[src/rtl/apb_rr_arbiter_pkg.sv]
// Shared types for the round-robin APB arbiter: FSM states, command encoding
// and the command-validity helper.
package apb_arb_pkg;

  typedef enum logic [1:0] {
    IDLE   = 2'd0,
    SETUP  = 2'd1,
    ACCESS = 2'd2
  } apb_state_e;

  typedef enum logic [1:0] {
    CMD_NOP   = 2'b00,
    CMD_READ  = 2'b01,
    CMD_WRITE = 2'b10
  } apb_cmd_e;

  // Encoding 2'b11 is reserved and behaves exactly like a NOP.
  function automatic logic cmd_valid(logic [1:0] cmd);
    return (cmd == CMD_READ) || (cmd == CMD_WRITE);
  endfunction

endpackage

[src/rtl/apb_rr_arbiter_if.sv]
// Bundles the requester-side command/response signals and the APB bus that the
// arbiter masters.
interface apb_rr_arbiter_if #(
  parameter int unsigned NUM_REQ = 4,
  parameter int unsigned ADDR_W  = 32,
  parameter int unsigned DATA_W  = 32
);
  logic [NUM_REQ-1:0][1:0]        req_cmd_i;
  logic [NUM_REQ-1:0][ADDR_W-1:0] req_addr_i;
  logic [NUM_REQ-1:0][DATA_W-1:0] req_wdata_i;
  logic [NUM_REQ-1:0]             req_ready_o;
  logic [NUM_REQ-1:0]             rsp_valid_o;
  logic [DATA_W-1:0]              rsp_rdata_o;
  logic                           psel_o;
  logic                           penable_o;
  logic                           pwrite_o;
  logic [ADDR_W-1:0]              paddr_o;
  logic [DATA_W-1:0]              pwdata_o;
  logic [DATA_W-1:0]              prdata_i;
  logic                           pready_i;

  modport master (
    input  req_cmd_i, req_addr_i, req_wdata_i, prdata_i, pready_i,
    output req_ready_o, rsp_valid_o, rsp_rdata_o,
    output psel_o, penable_o, pwrite_o, paddr_o, pwdata_o
  );

  modport slave (
    output req_cmd_i, req_addr_i, req_wdata_i, prdata_i, pready_i,
    input  req_ready_o, rsp_valid_o, rsp_rdata_o,
    input  psel_o, penable_o, pwrite_o, paddr_o, pwdata_o
  );
endinterface

[src/rtl/apb_rr_arbiter_pick.sv]
// Combinational round-robin picker: first set request at or above rr_ptr_i,
// wrapping, found by a priority search over the doubled request vector.
module rr_pick #(
  parameter int unsigned NUM_REQ = 4,
  parameter int unsigned PtrW    = $clog2(NUM_REQ)
) (
  input  logic [NUM_REQ-1:0] req_i,
  input  logic [PtrW-1:0]    rr_ptr_i,
  output logic [NUM_REQ-1:0] gnt_o,
  output logic [PtrW-1:0]    idx_o,
  output logic               any_o
);

  logic [2*NUM_REQ-1:0] dbl;
  logic [2*NUM_REQ-1:0] masked;

  always_comb begin
    dbl    = {req_i, req_i};
    masked = '0;
    gnt_o  = '0;
    idx_o  = '0;
    any_o  = 1'b0;
    // The upper copy supplies the wrapped-around requesters below the pointer.
    for (int i = 0; i < 2 * NUM_REQ; i++) begin
      masked[i] = dbl[i] && (i >= int'(rr_ptr_i));
    end
    for (int i = 0; i < 2 * NUM_REQ; i++) begin
      if (masked[i] && !any_o) begin
        any_o = 1'b1;
        idx_o = PtrW'(i % NUM_REQ);
      end
    end
    if (any_o) gnt_o[idx_o] = 1'b1;
  end

endmodule

[src/rtl/apb_rr_arbiter.sv]
// Round-robin arbiter sharing one APB bus among NUM_REQ command sources; it
// sequences SETUP/ACCESS itself and routes each completion back to its issuer.
module apb_rr_arbiter
  import apb_arb_pkg::*;
#(
  parameter int unsigned NUM_REQ = 4,
  parameter int unsigned ADDR_W  = 32,
  parameter int unsigned DATA_W  = 32
) (
  input logic              clk,
  input logic              reset,
  apb_rr_arbiter_if.master bus
);

  localparam int unsigned PtrW = $clog2(NUM_REQ);

  apb_state_e         state_q, state_d;
  logic [PtrW-1:0]    rr_ptr_q;
  logic [PtrW-1:0]    owner_q;
  logic [ADDR_W-1:0]  paddr_q;
  logic [DATA_W-1:0]  pwdata_q;
  logic               pwrite_q;
  logic [NUM_REQ-1:0] rsp_valid_q;
  logic [DATA_W-1:0]  rsp_rdata_q;

  logic [NUM_REQ-1:0] req_vld;
  logic [NUM_REQ-1:0] gnt;
  logic [PtrW-1:0]    win_idx;
  logic               any_req;
  logic [1:0]         win_cmd;
  logic [NUM_REQ-1:0] owner_oh;
  logic               done;
  logic               accept;

  always_comb begin
    req_vld = '0;
    for (int i = 0; i < NUM_REQ; i++) begin
      req_vld[i] = cmd_valid(bus.req_cmd_i[i]);
    end
  end

  rr_pick #(
    .NUM_REQ(NUM_REQ),
    .PtrW   (PtrW)
  ) u_pick (
    .req_i   (req_vld),
    .rr_ptr_i(rr_ptr_q),
    .gnt_o   (gnt),
    .idx_o   (win_idx),
    .any_o   (any_req)
  );

  assign win_cmd = bus.req_cmd_i[win_idx];
  assign done    = (state_q == ACCESS) && bus.pready_i;
  // Gating with reset keeps ready low while the async reset is asserted.
  assign accept  = reset && ((state_q == IDLE) || done) && any_req;

  always_comb begin
    state_d = state_q;
    unique case (state_q)
      IDLE:    if (accept) state_d = SETUP;
      SETUP:   state_d = ACCESS;
      ACCESS:  if (bus.pready_i) state_d = accept ? SETUP : IDLE;
      default: state_d = IDLE;
    endcase
  end

  always_comb begin
    owner_oh          = '0;
    owner_oh[owner_q] = 1'b1;
  end

  always_ff @(posedge clk or negedge reset) begin
    if (!reset) begin
      state_q <= IDLE;
    end else begin
      state_q <= state_d;
    end
  end

  always_ff @(posedge clk or negedge reset) begin
    if (!reset) begin
      rr_ptr_q <= '0;
      owner_q  <= '0;
      paddr_q  <= '0;
      pwdata_q <= '0;
      pwrite_q <= 1'b0;
    end else if (accept) begin
      rr_ptr_q <= (win_idx == PtrW'(NUM_REQ - 1)) ? '0 : win_idx + 1'b1;
      owner_q  <= win_idx;
      paddr_q  <= bus.req_addr_i[win_idx];
      pwrite_q <= (win_cmd == CMD_WRITE);
      pwdata_q <= (win_cmd == CMD_WRITE) ? bus.req_wdata_i[win_idx] : '0;
    end
  end

  always_ff @(posedge clk or negedge reset) begin
    if (!reset) begin
      rsp_valid_q <= '0;
      rsp_rdata_q <= '0;
    end else begin
      rsp_valid_q <= done ? owner_oh : '0;
      rsp_rdata_q <= (done && !pwrite_q) ? bus.prdata_i : '0;
    end
  end

  assign bus.req_ready_o = accept ? gnt : '0;
  assign bus.psel_o      = (state_q != IDLE);
  assign bus.penable_o   = (state_q == ACCESS);
  assign bus.pwrite_o    = pwrite_q;
  assign bus.paddr_o     = paddr_q;
  assign bus.pwdata_o    = pwdata_q;
  assign bus.rsp_valid_o = rsp_valid_q;
  assign bus.rsp_rdata_o = rsp_rdata_q;

endmodule

[src/flat_wrapper.sv]
// flat-port wrapper written by rule: the top's interface ports become plain ports
module apb_rr_arbiter_flat import apb_arb_pkg::*;
#(
  parameter int unsigned NUM_REQ = 4,
  parameter int unsigned ADDR_W  = 32,
  parameter int unsigned DATA_W  = 32
)
  (clk, reset, bus_req_cmd_i, bus_req_addr_i, bus_req_wdata_i, bus_prdata_i, bus_pready_i, bus_req_ready_o, bus_rsp_valid_o, bus_rsp_rdata_o, bus_psel_o, bus_penable_o, bus_pwrite_o, bus_paddr_o, bus_pwdata_o);
  apb_rr_arbiter_if #(.NUM_REQ(NUM_REQ), .ADDR_W(ADDR_W), .DATA_W(DATA_W)) bus_i ();
  input logic clk;
  input logic reset;
  input wire logic [$bits(bus_i.req_cmd_i)-1:0] bus_req_cmd_i;
  input wire logic [$bits(bus_i.req_addr_i)-1:0] bus_req_addr_i;
  input wire logic [$bits(bus_i.req_wdata_i)-1:0] bus_req_wdata_i;
  input wire logic [$bits(bus_i.prdata_i)-1:0] bus_prdata_i;
  input wire logic [$bits(bus_i.pready_i)-1:0] bus_pready_i;
  output wire logic [$bits(bus_i.req_ready_o)-1:0] bus_req_ready_o;
  output wire logic [$bits(bus_i.rsp_valid_o)-1:0] bus_rsp_valid_o;
  output wire logic [$bits(bus_i.rsp_rdata_o)-1:0] bus_rsp_rdata_o;
  output wire logic [$bits(bus_i.psel_o)-1:0] bus_psel_o;
  output wire logic [$bits(bus_i.penable_o)-1:0] bus_penable_o;
  output wire logic [$bits(bus_i.pwrite_o)-1:0] bus_pwrite_o;
  output wire logic [$bits(bus_i.paddr_o)-1:0] bus_paddr_o;
  output wire logic [$bits(bus_i.pwdata_o)-1:0] bus_pwdata_o;
  assign bus_i.req_cmd_i = bus_req_cmd_i;
  assign bus_i.req_addr_i = bus_req_addr_i;
  assign bus_i.req_wdata_i = bus_req_wdata_i;
  assign bus_i.prdata_i = bus_prdata_i;
  assign bus_i.pready_i = bus_pready_i;
  assign bus_req_ready_o = bus_i.req_ready_o;
  assign bus_rsp_valid_o = bus_i.rsp_valid_o;
  assign bus_rsp_rdata_o = bus_i.rsp_rdata_o;
  assign bus_psel_o = bus_i.psel_o;
  assign bus_penable_o = bus_i.penable_o;
  assign bus_pwrite_o = bus_i.pwrite_o;
  assign bus_paddr_o = bus_i.paddr_o;
  assign bus_pwdata_o = bus_i.pwdata_o;
  apb_rr_arbiter #(.NUM_REQ(NUM_REQ), .ADDR_W(ADDR_W), .DATA_W(DATA_W)) u_core (.clk(clk), .reset(reset), .bus(bus_i));
endmodule
[config.mk]
export PLATFORM = sky130hd
export DESIGN_NAME = apb_rr_arbiter_flat
export DESIGN_NICKNAME = d
export VERILOG_FILES = /design/src/rtl/apb_rr_arbiter_pkg.sv /design/src/rtl/apb_rr_arbiter_if.sv /design/src/rtl/apb_rr_arbiter_pick.sv /design/src/rtl/apb_rr_arbiter.sv /design/src/flat_wrapper.sv
export SDC_FILE = /design/constraint.sdc
export NUM_CORES = 1
export LEC_CHECK = 0
export CAP_MARGIN = 20
export CORE_AREA = 4 4 156 158
export DETAILED_ROUTE_END_ITERATION = 8
export DIE_AREA = 0 0 160 162
export SLEW_MARGIN = 20
export SYNTH_ARGS = -nofsm -noshare
export SYNTH_HDL_FRONTEND = slang
export SYNTH_SLANG_ARGS = --single-unit
[constraint.sdc]
create_clock -name clk -period 2.6 [get_ports clk]
set_input_delay 0.26 -clock clk [delete_from_list [all_inputs] [get_ports clk]]
set_output_delay 0.26 -clock clk [all_outputs]
set_load 0.03 [all_outputs]
Word level (Yosys, flattened, before mapping):

Index checks and enable logic that the tools add are counted.

* multiply operators: 0
* equality and inequality tests: 14
* muxes and demuxes: 35
* shift-type cells: 0
* reductions and logical operators: 32
* divide/modulo/power cells: 0
* bitwise operators: 0
* add/subtract/negate cells: 1
* $lt $le $gt $ge: 7

Operators by type and width (number)
* $bmux 32 s2: 2
* $mux 32: 4
* $mux 2: 10
* $logic_and 1x1->1: 16
* $eq 2x2->1 const B: 7
* $mux 1: 12
* $mux 4: 3
* $eq 2x1->1 const B: 5
* $logic_not 1->1: 8
* $lt 2x3->1 const B: 2
* $pmux 2 s3: 1
* $logic_or 1x1->1: 5
* $bmux 2 s2: 1
* $demux 1 s2: 2
* $ge 1x2->1 const A: 2
* $ge 2x1->1 const B: 2
* $add 2x1->2 const B: 1
* $ge 2x2->1 const A: 1
* $logic_not 2->1: 1
* $ne 2x1->1 const B: 1
* $ne 2x2->1 const B: 1
* $reduce_and 2->1: 1
* $reduce_bool 2->1: 1

* output and inout port bits: 107
* memory bits (read-only): 0
* RAM bits: 0
* bits in latches: 0
* logic and storage cells: 97
* register bits after elaboration: 107
* input port bits: 299
* memories: 0

Depth between registers and ports, before layout:

Gate-level depths: netlist (run 1).

* depth in word-level cells: 31
* depth in mapped cells: 10
* gate-level depth less buffers: 7

Hierarchy:

A second synthesis (run 1) with hierarchy kept.

* cell total of the unflattened synthesis: 432
* area, all modules: 5835.6 um^2

By module, submodules not included
* apb_rr_arbiter: instances 1, sequential area each 2677.6 um^2, area an instance 5634.2 um^2, cells an instance 400
* rr_pick: instances 1, sequential area each 0.0 um^2, area an instance 201.4 um^2, cells an instance 32

Least setup slack after synthesis (run 1):

OpenSTA, ideal clock, no wires.

* kind: register to output
* from: register u_core.rr_ptr_q[1]
* to: output port bus_req_ready_o[3]
* required time: 2.340 ns
* setup slack: 0.576 ns
* cell stages (with the launch flop): 9
* data arrival time: 1.764 ns
* buffers on the path: 3
* cells stage by stage: dfrtp_1 nor2b_1 a22oi_1 o21a_1 buf_2 buf_2 buf_2 ha_1 and2_1

* word-level cells in the longest chain between the ends: 30
* elaborated cells between the ends (all ways): 43
* classes of those cells: order compare: 5; mux: 19; reduce/logical: 19

RTL lines
* start: declaration: line apb_rr_arbiter.sv:18 `logic [PtrW-1:0] rr_ptr_q;`
* start signal: assignment: line apb_rr_arbiter.sv:89 `rr_ptr_q <= (win_idx == PtrW'(NUM_REQ - 1)) ? '0 : win_idx + 1'b1;`
* $ge 1x2->1: line apb_rr_arbiter_pick.sv:25 `masked[i] = dbl[i] && (i >= int'(rr_ptr_i));`
* $logic_and 1x1->1: line apb_rr_arbiter_pick.sv:25
* $mux 1: line apb_rr_arbiter_pick.sv:28 `if (masked[i] && !any_o) begin`
* $logic_not 1->1: line apb_rr_arbiter_pick.sv:28
* $logic_and 1x1->1: line apb_rr_arbiter_pick.sv:28
* $mux 1: line apb_rr_arbiter_pick.sv:28
* $logic_not 1->1: line apb_rr_arbiter_pick.sv:28
* $logic_and 1x1->1: line apb_rr_arbiter_pick.sv:28
* [15 not listed]
* $mux 2 (*): line apb_rr_arbiter_pick.sv:28
* net u_core.u_pick.idx_o[0]: line apb_rr_arbiter_pick.sv:10 `output logic [PtrW-1:0] idx_o,`
* $lt 2x3->1 (implied by the code) or $ge 2x1->1 (tied branches): line apb_rr_arbiter_pick.sv:33 `if (any_o) gnt_o[idx_o] = 1'b1;`
* $logic_and 1x1->1 (implied by the code): line apb_rr_arbiter_pick.sv:33
* $mux 1 (implied by the code): line apb_rr_arbiter_pick.sv:33
* $demux 1 s2 (*): line apb_rr_arbiter_pick.sv:33
* $mux 4 (*): line apb_rr_arbiter_pick.sv:33
* $mux 4 (*): line apb_rr_arbiter.sv:107 `assign bus.req_ready_o = accept ? gnt : '0;`
* end: declaration: line flat_wrapper.sv:17 `output wire logic [$bits(bus_i.req_ready_o)-1:0] bus_req_ready_o;`

The timed path passes the listed nets; every way through them passes the cells marked *.

Worst setup path in the final report (run 1):

* from: input port bus_req_cmd_i[3]
* to: output port bus_req_ready_o[3]

* word-level cells in the longest chain between the ends: 29
* elaborated cells between the ends (all ways): 39
* classes of those cells: order compare: 2; eq/ne: 2; mux: 18; reduce/logical: 17

RTL lines
* start: declaration: line flat_wrapper.sv:12 `input wire logic [$bits(bus_i.req_cmd_i)-1:0] bus_req_cmd_i;`
* $eq 2x1->1 or $eq 2x2->1 (tied branches): line apb_rr_arbiter_pkg.sv:19 `return (cmd == CMD_READ) || (cmd == CMD_WRITE);`
* $logic_or 1x1->1 (*): line apb_rr_arbiter_pkg.sv:19
* $logic_and 1x1->1: line apb_rr_arbiter_pick.sv:25
* $logic_and 1x1->1: line apb_rr_arbiter_pick.sv:28
* $mux 1: line apb_rr_arbiter_pick.sv:28
* $logic_not 1->1: line apb_rr_arbiter_pick.sv:28
* $logic_and 1x1->1: line apb_rr_arbiter_pick.sv:28
* $mux 1: line apb_rr_arbiter_pick.sv:28
* [13 not listed]
* $logic_and 1x1->1: line apb_rr_arbiter_pick.sv:28
* $mux 2: line apb_rr_arbiter_pick.sv:28
* $lt 2x3->1 (implied by the code) or $ge 2x1->1 (tied branches): line apb_rr_arbiter_pick.sv:33
* $logic_and 1x1->1 (implied by the code): line apb_rr_arbiter_pick.sv:33
* $mux 1 (implied by the code): line apb_rr_arbiter_pick.sv:33
* $demux 1 s2: line apb_rr_arbiter_pick.sv:33
* $mux 4: line apb_rr_arbiter_pick.sv:33
* $mux 4 (*): line apb_rr_arbiter.sv:107

Every way passes the cells marked *; elsewhere a longest branch is shown, timed or not.

==> impl_metrics.yaml, run 1 <==
drt:
  drt_iter0_markers: 350
  wl_per_cell_um: 18.6
  ant_nets: 0
  vias: 6502
  first_pass_iters: 5
  via_per_inst: 4.78
  drc: 0
  routed_wl_um: 25300
power:
  power.leakage_nw: 4.70
  seq_power_share_pct: 25.4
  switching_share_pct: 44.4
  peakVddDrop_mv: 0.387
  power_report.internal_total_mw: 5.29
  power_density_nw_per_um2: 898
  p_sw_mw: 4.22
  total_power_mw: 9.52
  pwr-share-comb_pct: 59.8
  power_frac_clock_pct: 14.8
worst_setup_path:
  cp_data_arrival_time_ps: 2230
  crit_top_cell: "buf_12"
  crit_path_end_kind: "output port"
  path_class: "input port to output port"
  reg2reg_from: "u_core.rr_ptr_q[1]"
  required_ps: 2340
  worst_r2r_endpoint: "u_core.bus.pwdata_o[15]"
  r2r_setup_slack_ps: 170
  crit_path_cell_trace: "clkdlybuf4s50_1 -> xnor2_1 -> a2bb2oi_1 -> o21a_2 -> buf_12 -> ha_1 -> and2_1 -> buf_12"
  rr_worst_depth: 9
  cp-start-kind: "input port"
  slowest_stage: "clkdlybuf4s50_1"
  cp_top_family: "buffers and inverters"
  cp_max_fo: 36
  path_buf_inv: 3
  critPathMaxStageDelay_ps: 470
place:
  place_area_um2: 10300
  io_buffers: 405
  hpwl_um: 19100
  place_ws_ps: -536
  place_congestion: 0.826
synthesis:
  synth_fp_nets: 975
  synth_flop_cell: "dfrtp_1"
  synthCells: 672
  syn_avg_cell_area_um2: 8.56
  synth-warning-count: 0
  synth_seq_cells: 107
  synthDistinctLibCells: 40
  synth_edf_count: 0
  synth.cell_area_um2: 5750
  ys_seq_area_share_pct: 46.6
  synthArstFlopShare_pct: 100
cts:
  cts_made_buffers: 9
  cts.reportedPaths.clkPinSlew_ps: 80
  cts_buffer_depth: 2
  insertion_delay_ps: 360
  clkSinkCount: 107
  clk_root_buffer_cell: "clkbuf_16"
  h-tree-depth: 3
  cts_post_setup_buffers_inserted: 0
  cts_tree: "yes"
finish:
  n_antenna_cell: 0
  layout.cells.most_common: "clkdlybuf4s50_1"
  fin_area_um2: 10600
  syn2layout_area_growth_pct: 84.2
  finish.utilization_pct: 45.8
  final_layout_size_suffix_gt1_share_pct: 6.35
  layout_common_cells: "clkdlybuf4s50_1, nand2_1, dfrtp_1, a21oi_1, and2_1"
  nets: 1369
global_routing:
  grt_pass1_vias: 6559
  grt-ovfl-total: 0
  grt_pass1_wl_um: 37500
  grt.total_usage_pct: 18.3
  antenna_found_initial: 0
  grt_max_degree: 71
hold_path:
  worstHoldPathType: "input port to async pin"
timing:
  final-hold-violation-count: 0
  setup_slack_ps: 111
  finalClockSkew_ps: 10.4
  setup_viol: 0
  slew_headroom_pct: 46.3
  maxSlewViolCount: 0
  post-route-min-period_ps: 2490
  tns_ps: 0
  tightestPinTransition_ps: 805
  fin_crit_sh_pct: 95.7
  rsz0062_at_grt: "false"
  max_clock_freq_mhz: 402
floorplan:
  ios: 406
  dieArea_um2: 25900
  coreArea_um2: 23100
  initial_core_util_pct: 24.9
  die_w_um: 160
  rows: 56
  fp.dieH_um: 162
flow_run:
  max_cap_violations: 0
status:
  outcome: "finished, final reports clean"
## registers in the layout, indices dropped and copies added, names as in the netlist
name	flops
u_core.bus.rsp_valid_o	4
u_core.owner_q	2
u_core.bus.rsp_rdata_o	32
u_core.bus.paddr_o	32
u_core.state_q	2
u_core.rr_ptr_q	2
u_core.bus.pwdata_o	32
u_core.bus.pwrite_o	1
## synthesized netlist by cell type, drive strengths merged (2+ instances only)
library cell	number	area [um^2]
nand2	232	878
dfrtp	107	2680
a21oi	97	485
and2	36	225
a22oi	33	248
a221o	32	320
a22o	32	280
buf	32	188
clkbuf	24	90.1
inv	6	25.0
ha	4	50.1
nor2	4	15.0
o21a	4	30.0
xor2	4	35.0
a21o	2	15.0
mux2	2	22.5
nor2b	2	12.5
nor3	2	10.0
nor3b	2	15.0
xnor2	2	17.5
## power groups by stage
stage | Combinational (mW) | Clock, mW | Sequential, mW
after floorplan | 2.50 | 0 | 3.24
after global placement | 5.69 | 0 | 2.44
after detailed placement | 5.72 | 0 | 2.44
after CTS | 5.77 | 1.45 | 2.42
after global routing | 6.12 | 1.52 | 2.47
final | 5.69 | 1.40 | 2.42
## layer usage
metal / track usage (%) / up-vias / share of wire [%]
li1: - / 3110 / -
met1: 21.7 / 3098 / 41
met2: 32.8 / 279 / 50
met3: 5.84 / 15 / 8.3
met4: 3.56 / 0 / 1.1
met5: 0 / - / 0
## stage by stage
step | instances | hold WS, ps
6_report | 1361 | 40.7
5_1_grt | 1361 | 91.2
4_1_cts | 1361 | 80.4
3_5_place_dp | 1345 | 472
3_3_place_gp | 1345 | 467
2_1_floorplan | 672 | -35.6
## cell type report
class	count	area, um^2
multi-input combinational	503	2800
inverter	6	27.5
tap	290	363
clock inverter	6	53.8
clock buffer	10	239
timing repair buffer	439	4430
fill	2265	12500
sequential	107	2680
## timing repair
| action | in CTS | in global routing |
|---|---|---|
| endpoints found under the setup margin | 37 | 36 |
| gates resized for setup | 18 | 8 |
| pin swaps | 1 | 0 |
| hold buffers | 0 | 0 |
## logic make-up after synthesis
group	synth area share, %
simple gates	20.9
compound gates	25.1
flops	46.6
buf+inv	5.26
xor+xnor	0.914
fa+ha+maj	0.870
mux	0.392
## worst max path at each step
| stage | from | end | slack, ps | cells after the start |
|---|---|---|---|---|
| 2_1_floorplan | u_core.rr_ptr_q[1] | bus_req_ready_o[3] | 580 | 8 |
| 3_3_place_gp | bus_req_cmd_i[7] | u_core.bus.pwdata_o[3] | -530 | 10 |
| 3_5_place_dp | bus_req_cmd_i[7] | u_core.bus.pwdata_o[12] | -540 | 10 |
| 4_1_cts | bus_req_cmd_i[6] | bus_req_ready_o[1] | -4 | 8 |
| 5_1_grt | bus_req_cmd_i[3] | bus_req_ready_o[3] | 10 | 8 |
| 6_report | bus_req_cmd_i[3] | bus_req_ready_o[3] | 110 | 8 |
No activity file was read; power rests on OpenSTA's default activity.
==> run 2: changes to the inputs <==
- PLACE_DENSITY_LB_ADDON: unset -> 0.25
==> impl_metrics.yaml, run 2 (synthesized netlist as in run 1, its figures left out) <==
power:
  power_density_nw_per_um2: 900
  power.leakage_nw: 4.69
  peakVddDrop_mv: 0.479
cts:
  cts_tree: "yes"
  clk_root_buffer_cell: "clkbuf_16"
  cts_buffer_depth: 2
  cts.reportedPaths.clkPinSlew_ps: 80
  cts_made_buffers: 9
  cts_post_setup_buffers_inserted: 0
  clkSinkCount: 107
  h-tree-depth: 3
  insertion_delay_ps: 350
timing:
  finalClockSkew_ps: 11.6
  fin_crit_sh_pct: 94.8
  slew_headroom_pct: 51.1
  tightestPinTransition_ps: 733
  max_clock_freq_mhz: 406
  setup_viol: 0
  tns_ps: 0
  final-hold-violation-count: 0
  rsz0062_at_grt: "false"
  post-route-min-period_ps: 2460
  maxSlewViolCount: 0
drt:
  wl_met3_um: 2230
  highest_layer: "met5"
  first_pass_iters: 5
  ant_nets: 0
  drc: 0
  via_per_inst: 4.74
  met2_wirelength_um: 12100
  wl_per_cell_um: 18.3
  drt_iter0_markers: 454
  vias: 6445
  wl_met1_um: 10200
  routed_wl_um: 24900
worst_setup_path:
  cp_data_arrival_time_ps: 2200
  path_class: "input port to output port"
  cp_max_fo: 63
  cp_top_family: "buffers and inverters"
  cp-start-kind: "input port"
  critPathMaxStageDelay_ps: 500
  cp.depth: 8
  rr_worst_depth: 9
  required_ps: 2340
  crit_path_cell_trace: "clkdlybuf4s50_1 -> xor2_1 -> o21a_1 -> o21a_4 -> buf_12 -> ha_1 -> and2_1 -> buf_4"
  slowest_stage: "clkdlybuf4s50_1"
  path_buf_inv: 3
  crit_path_end_kind: "output port"
global_routing:
  grt-ovfl-total: 0
  antenna_found_initial: 3
  grt_pass1_wl_um: 37700
  grt.total_usage_pct: 18.4
  grt_max_degree: 68
  grt_pass1_vias: 6424
floorplan:
  dieArea_um2: 25900
  fp.dieH_um: 162
  die_w_um: 160
  coreArea_um2: 23100
  ios: 406
  initial_core_util_pct: 24.9
  rows: 56
finish:
  layout_common_cells: "clkdlybuf4s50_1, nand2_1, dfrtp_1, a21oi_1, and2_1"
  final_layout_size_suffix_gt1_share_pct: 5.99
  layoutNonFillerInstCount: 1360
  nets: 1367
  fin_area_um2: 10600
  syn2layout_area_growth_pct: 84.6
  layout.cells.most_common: "clkdlybuf4s50_1"
place:
  hpwl_um: 18800
  io_buffers: 405
  place_inst: 1343
  place_area_um2: 10300
  place_congestion: 0.820
hold_path:
  worstHoldPathType: "input port to async pin"
status:
  outcome: "finished, final reports clean"
flow_run:
  max_cap_violations: 0
[run 2: cell types whose count changed in the layout (fill, tap and decap cells not counted), moves of 2 or more]
| cell | change |
|---|---|
| buf_12 | +2 |
| buf_2 | -2 |
| clkbuf_8 | -2 |
| clkinv_8 | +2 |
| inv_8 | -2 |
| xor2_2 | -2 |
[run 2: final cells by class]
class	count	area (um^2)
sequential	107	2680
antenna	1	2.50
timing repair buffer	437	4440
clock inverter	6	67.6
clock buffer	10	229
fill	2260	12500
inverter	6	27.5
tap	290	363
multi-input combinational	503	2810
[run 2: what timing repair did]
item / 4_1_cts / 5_1_grt
gates cloned: 0 / 0
endpoints found under the setup margin: 1 / 4
hold buffers: 0 / 0
gates resized for setup: 1 / 6
[run 2: where the power goes]
| part | internal, mW | switching, mW |
|---|---|---|
| clock network | 0.682 | 0.709 |
| registers | 2.13 | 0.297 |
| logic | 2.54 | 3.20 |
| total | 5.35 | 4.20 |
[run 2: worst reg2reg max path, cell delays in order (launching register included)]
cell and delay [ps]:
dfrtp_1 470, nor2b_1 170, a22oi_1 180, o21a_4 240, inv_4 50, a311oi_1 260
buf_4 180, a211oi_4 40, buf_12 180, a22o_1 220
[run 2: metal layers]
metal	up-vias	GRT usage, %
met5	-	0
met4	4	3.99
met3	22	6.17
met2	294	31.4
met1	3009	22.7
li1	3116	-
[run 2: worst paths after layout]
kind,from,endpoint,slack (ps)
worst min register to register,u_core.bus.pwdata_o[9],u_core.bus.pwdata_o[9],510
max in group asynchronous,reset,u_core.bus.paddr_o[2],1990
worst min-delay path,reset,u_core.owner_q[1],100
worst max register to register,u_core.rr_ptr_q[1],u_core.bus.pwdata_o[2],500
min in group clk,bus_prdata_i[27],u_core.bus.rsp_rdata_o[27],450
worst max-delay path,bus_req_cmd_i[6],bus_req_ready_o[3],140
[run 2: per-stage QoR]
step           power (mW)  hold slack [ps]  setup slack [ps]  utilization [%]
2_1_floorplan        5.74            -35.6               576                -
3_3_place_gp         8.22              488             -10.6             44.5
3_5_place_dp         8.26              491             -33.9             44.5
4_1_cts              9.70              129              10.8             45.8
5_1_grt              10.2              157              3.36             45.9
6_report             9.55             95.9               135             45.9
==> run 3: changes to the inputs <==
- REMOVE_ABC_BUFFERS: unset -> 1
==> impl_metrics.yaml, run 3 (synthesized netlist as in run 1, its figures left out) <==
cts:
  cts_made_buffers: 9
  ctsResizeCount: 0
  insertion_delay_ps: 350
  cts_tree: "yes"
  cts.reportedPaths.clkPinSlew_ps: 80
  cts_buffer_depth: 2
  clkSinkCount: 107
  h-tree-depth: 3
  clk_root_buffer_cell: "clkbuf_16"
finish:
  fin_area_um2: 10500
  final_layout_size_suffix_gt1_share_pct: 5.53
  finish.utilization_pct: 45.6
  layout_common_cells: "clkdlybuf4s50_1, nand2_1, dfrtp_1, a21oi_1, and2_1"
  nets: 1364
  layout.cells.most_common: "clkdlybuf4s50_1"
  syn2layout_area_growth_pct: 83.4
place:
  io_buffers: 405
  place_area_um2: 10200
  hpwl_um: 18700
  place_congestion: 0.816
worst_setup_path:
  crit_path_start: "bus_req_cmd_i[1]"
  cp_max_fo: 19
  critPathMaxStageDelay_ps: 510
  crit_path_end_kind: "output port"
  required_ps: 2340
  crit_path_cell_trace: "clkdlybuf4s50_1 -> xor2_1 -> a21oi_1 -> o21a_4 -> inv_4 -> buf_12 -> ha_1 -> and2_1 -> buf_4"
  path_buf_inv: 4
  cp_top_family: "buffers and inverters"
  cp-start-kind: "input port"
  slowest_stage: "clkdlybuf4s50_1"
  path_class: "input port to output port"
  cp_data_arrival_time_ps: 2210
  reg2reg_from: "u_core.rr_ptr_q[1]"
drt:
  vias: 6466
  wl_per_cell_um: 18.2
  drt_iter0_markers: 450
  drc: 0
  routed_wl_um: 24700
  ant_nets: 0
  first_pass_iters: 4
  via_per_inst: 4.76
global_routing:
  antenna_found_initial: 2
  grt_pass1_wl_um: 37100
  grt-ovfl-total: 0
  grt_max_degree: 108
  grt_pass1_vias: 6572
  grt.total_usage_pct: 18.0
timing:
  tightestPinTransition_ps: 925
  slew_headroom_pct: 38.2
  rsz0062_at_grt: "false"
  final-hold-violation-count: 0
  max_clock_freq_mhz: 405
  tns_ps: 0
  maxSlewViolCount: 0
  fin_crit_sh_pct: 94.9
  post-route-min-period_ps: 2470
  finalClockSkew_ps: 11.9
  setup_viol: 0
status:
  outcome: "finished, final reports clean"
floorplan:
  initial_core_util_pct: 24.9
  die_w_um: 160
  coreArea_um2: 23100
  ios: 406
  dieArea_um2: 25900
  fp.dieH_um: 162
  rows: 56
power:
  total_power_mw: 9.49
  power_density_nw_per_um2: 900
  peakVddDrop_mv: 0.350
  power.leakage_nw: 4.63
flow_run:
  max_cap_violations: 0
hold_path:
  worstHoldPathType: "input port to async pin"
-- run 3: cell count changes in the layout (fill, tap and decap cells not counted), moves of 2 or more --
cell | before | now
clkdlybuf4s50_1 | 396 | 400
clkinvlp_4 | 0 | 2
dlymetal6s2s_1 | 4 | 0
inv_6 | 3 | 1
buf_4 | 25 | 23
-- run 3: final cells by class --
cell class | count | area (um^2)
diodes | 2 | 5.00
clock buffers | 10 | 229
clock inverters | 6 | 60.1
fillers | 2265 | 12600
inverters | 6 | 27.5
multi-input cells | 503 | 2790
flip-flops and latches | 107 | 2680
well taps | 290 | 363
repair buffers | 434 | 4400
-- run 3: worst paths after layout --
check | to | slack, ps | depth (start not counted)
hold / removal | u_core.bus.paddr_o[12] | 0.9 | 2
setup reg to reg | u_core.bus.paddr_o[7] | 350 | 6
max in group asynchronous | u_core.bus.paddr_o[25] | 2040 | 2
min in group clk | u_core.state_q[0] | 390 | 3
setup / recovery | bus_req_ready_o[0] | 130 | 9
hold reg to reg | u_core.bus.pwdata_o[3] | 510 | 1
-- run 3: layer usage --
| layer | part of all wire, % | global-route usage (%) | up-vias | wire length [um] |
|---|---|---|---|---|
| met2 | 50 | 31.6 | 284 | 12300 |
| met3 | 8.6 | 5.33 | 28 | 2120 |
| met5 | 0 | 0 | - | 0 |
| li1 | - | - | 3111 | - |
| met4 | 1.9 | 5.91 | 0 | 458 |
| met1 | 40 | 21.1 | 3043 | 9800 |
-- run 3: per-stage QoR --
step,worst slack (ps),std cells,hold slack [ps]
floorplan,-3190,616,-35.6
global placement,-86.3,1337,488
detailed placement,-173,1337,483
CTS,77.1,1353,86.1
global route,4.40,1357,97.8
finish,133,1358,0.876
-- run 3: power breakdown --
| group | internal [mW] | switching (mW) | leakage, nW |
|---|---|---|---|
| Sequential | 2.13 | 0.288 | 1.41 |
| Combinational | 2.52 | 3.19 | 3.08 |
| Clock | 0.673 | 0.690 | 0.134 |
| Total | 5.32 | 4.17 | 4.63 |
-- run 3: what timing repair did --
action	4_1_cts	5_1_grt
setup buffers	0	3
setup endpoints to repair	0	2
hold buffers	0	0
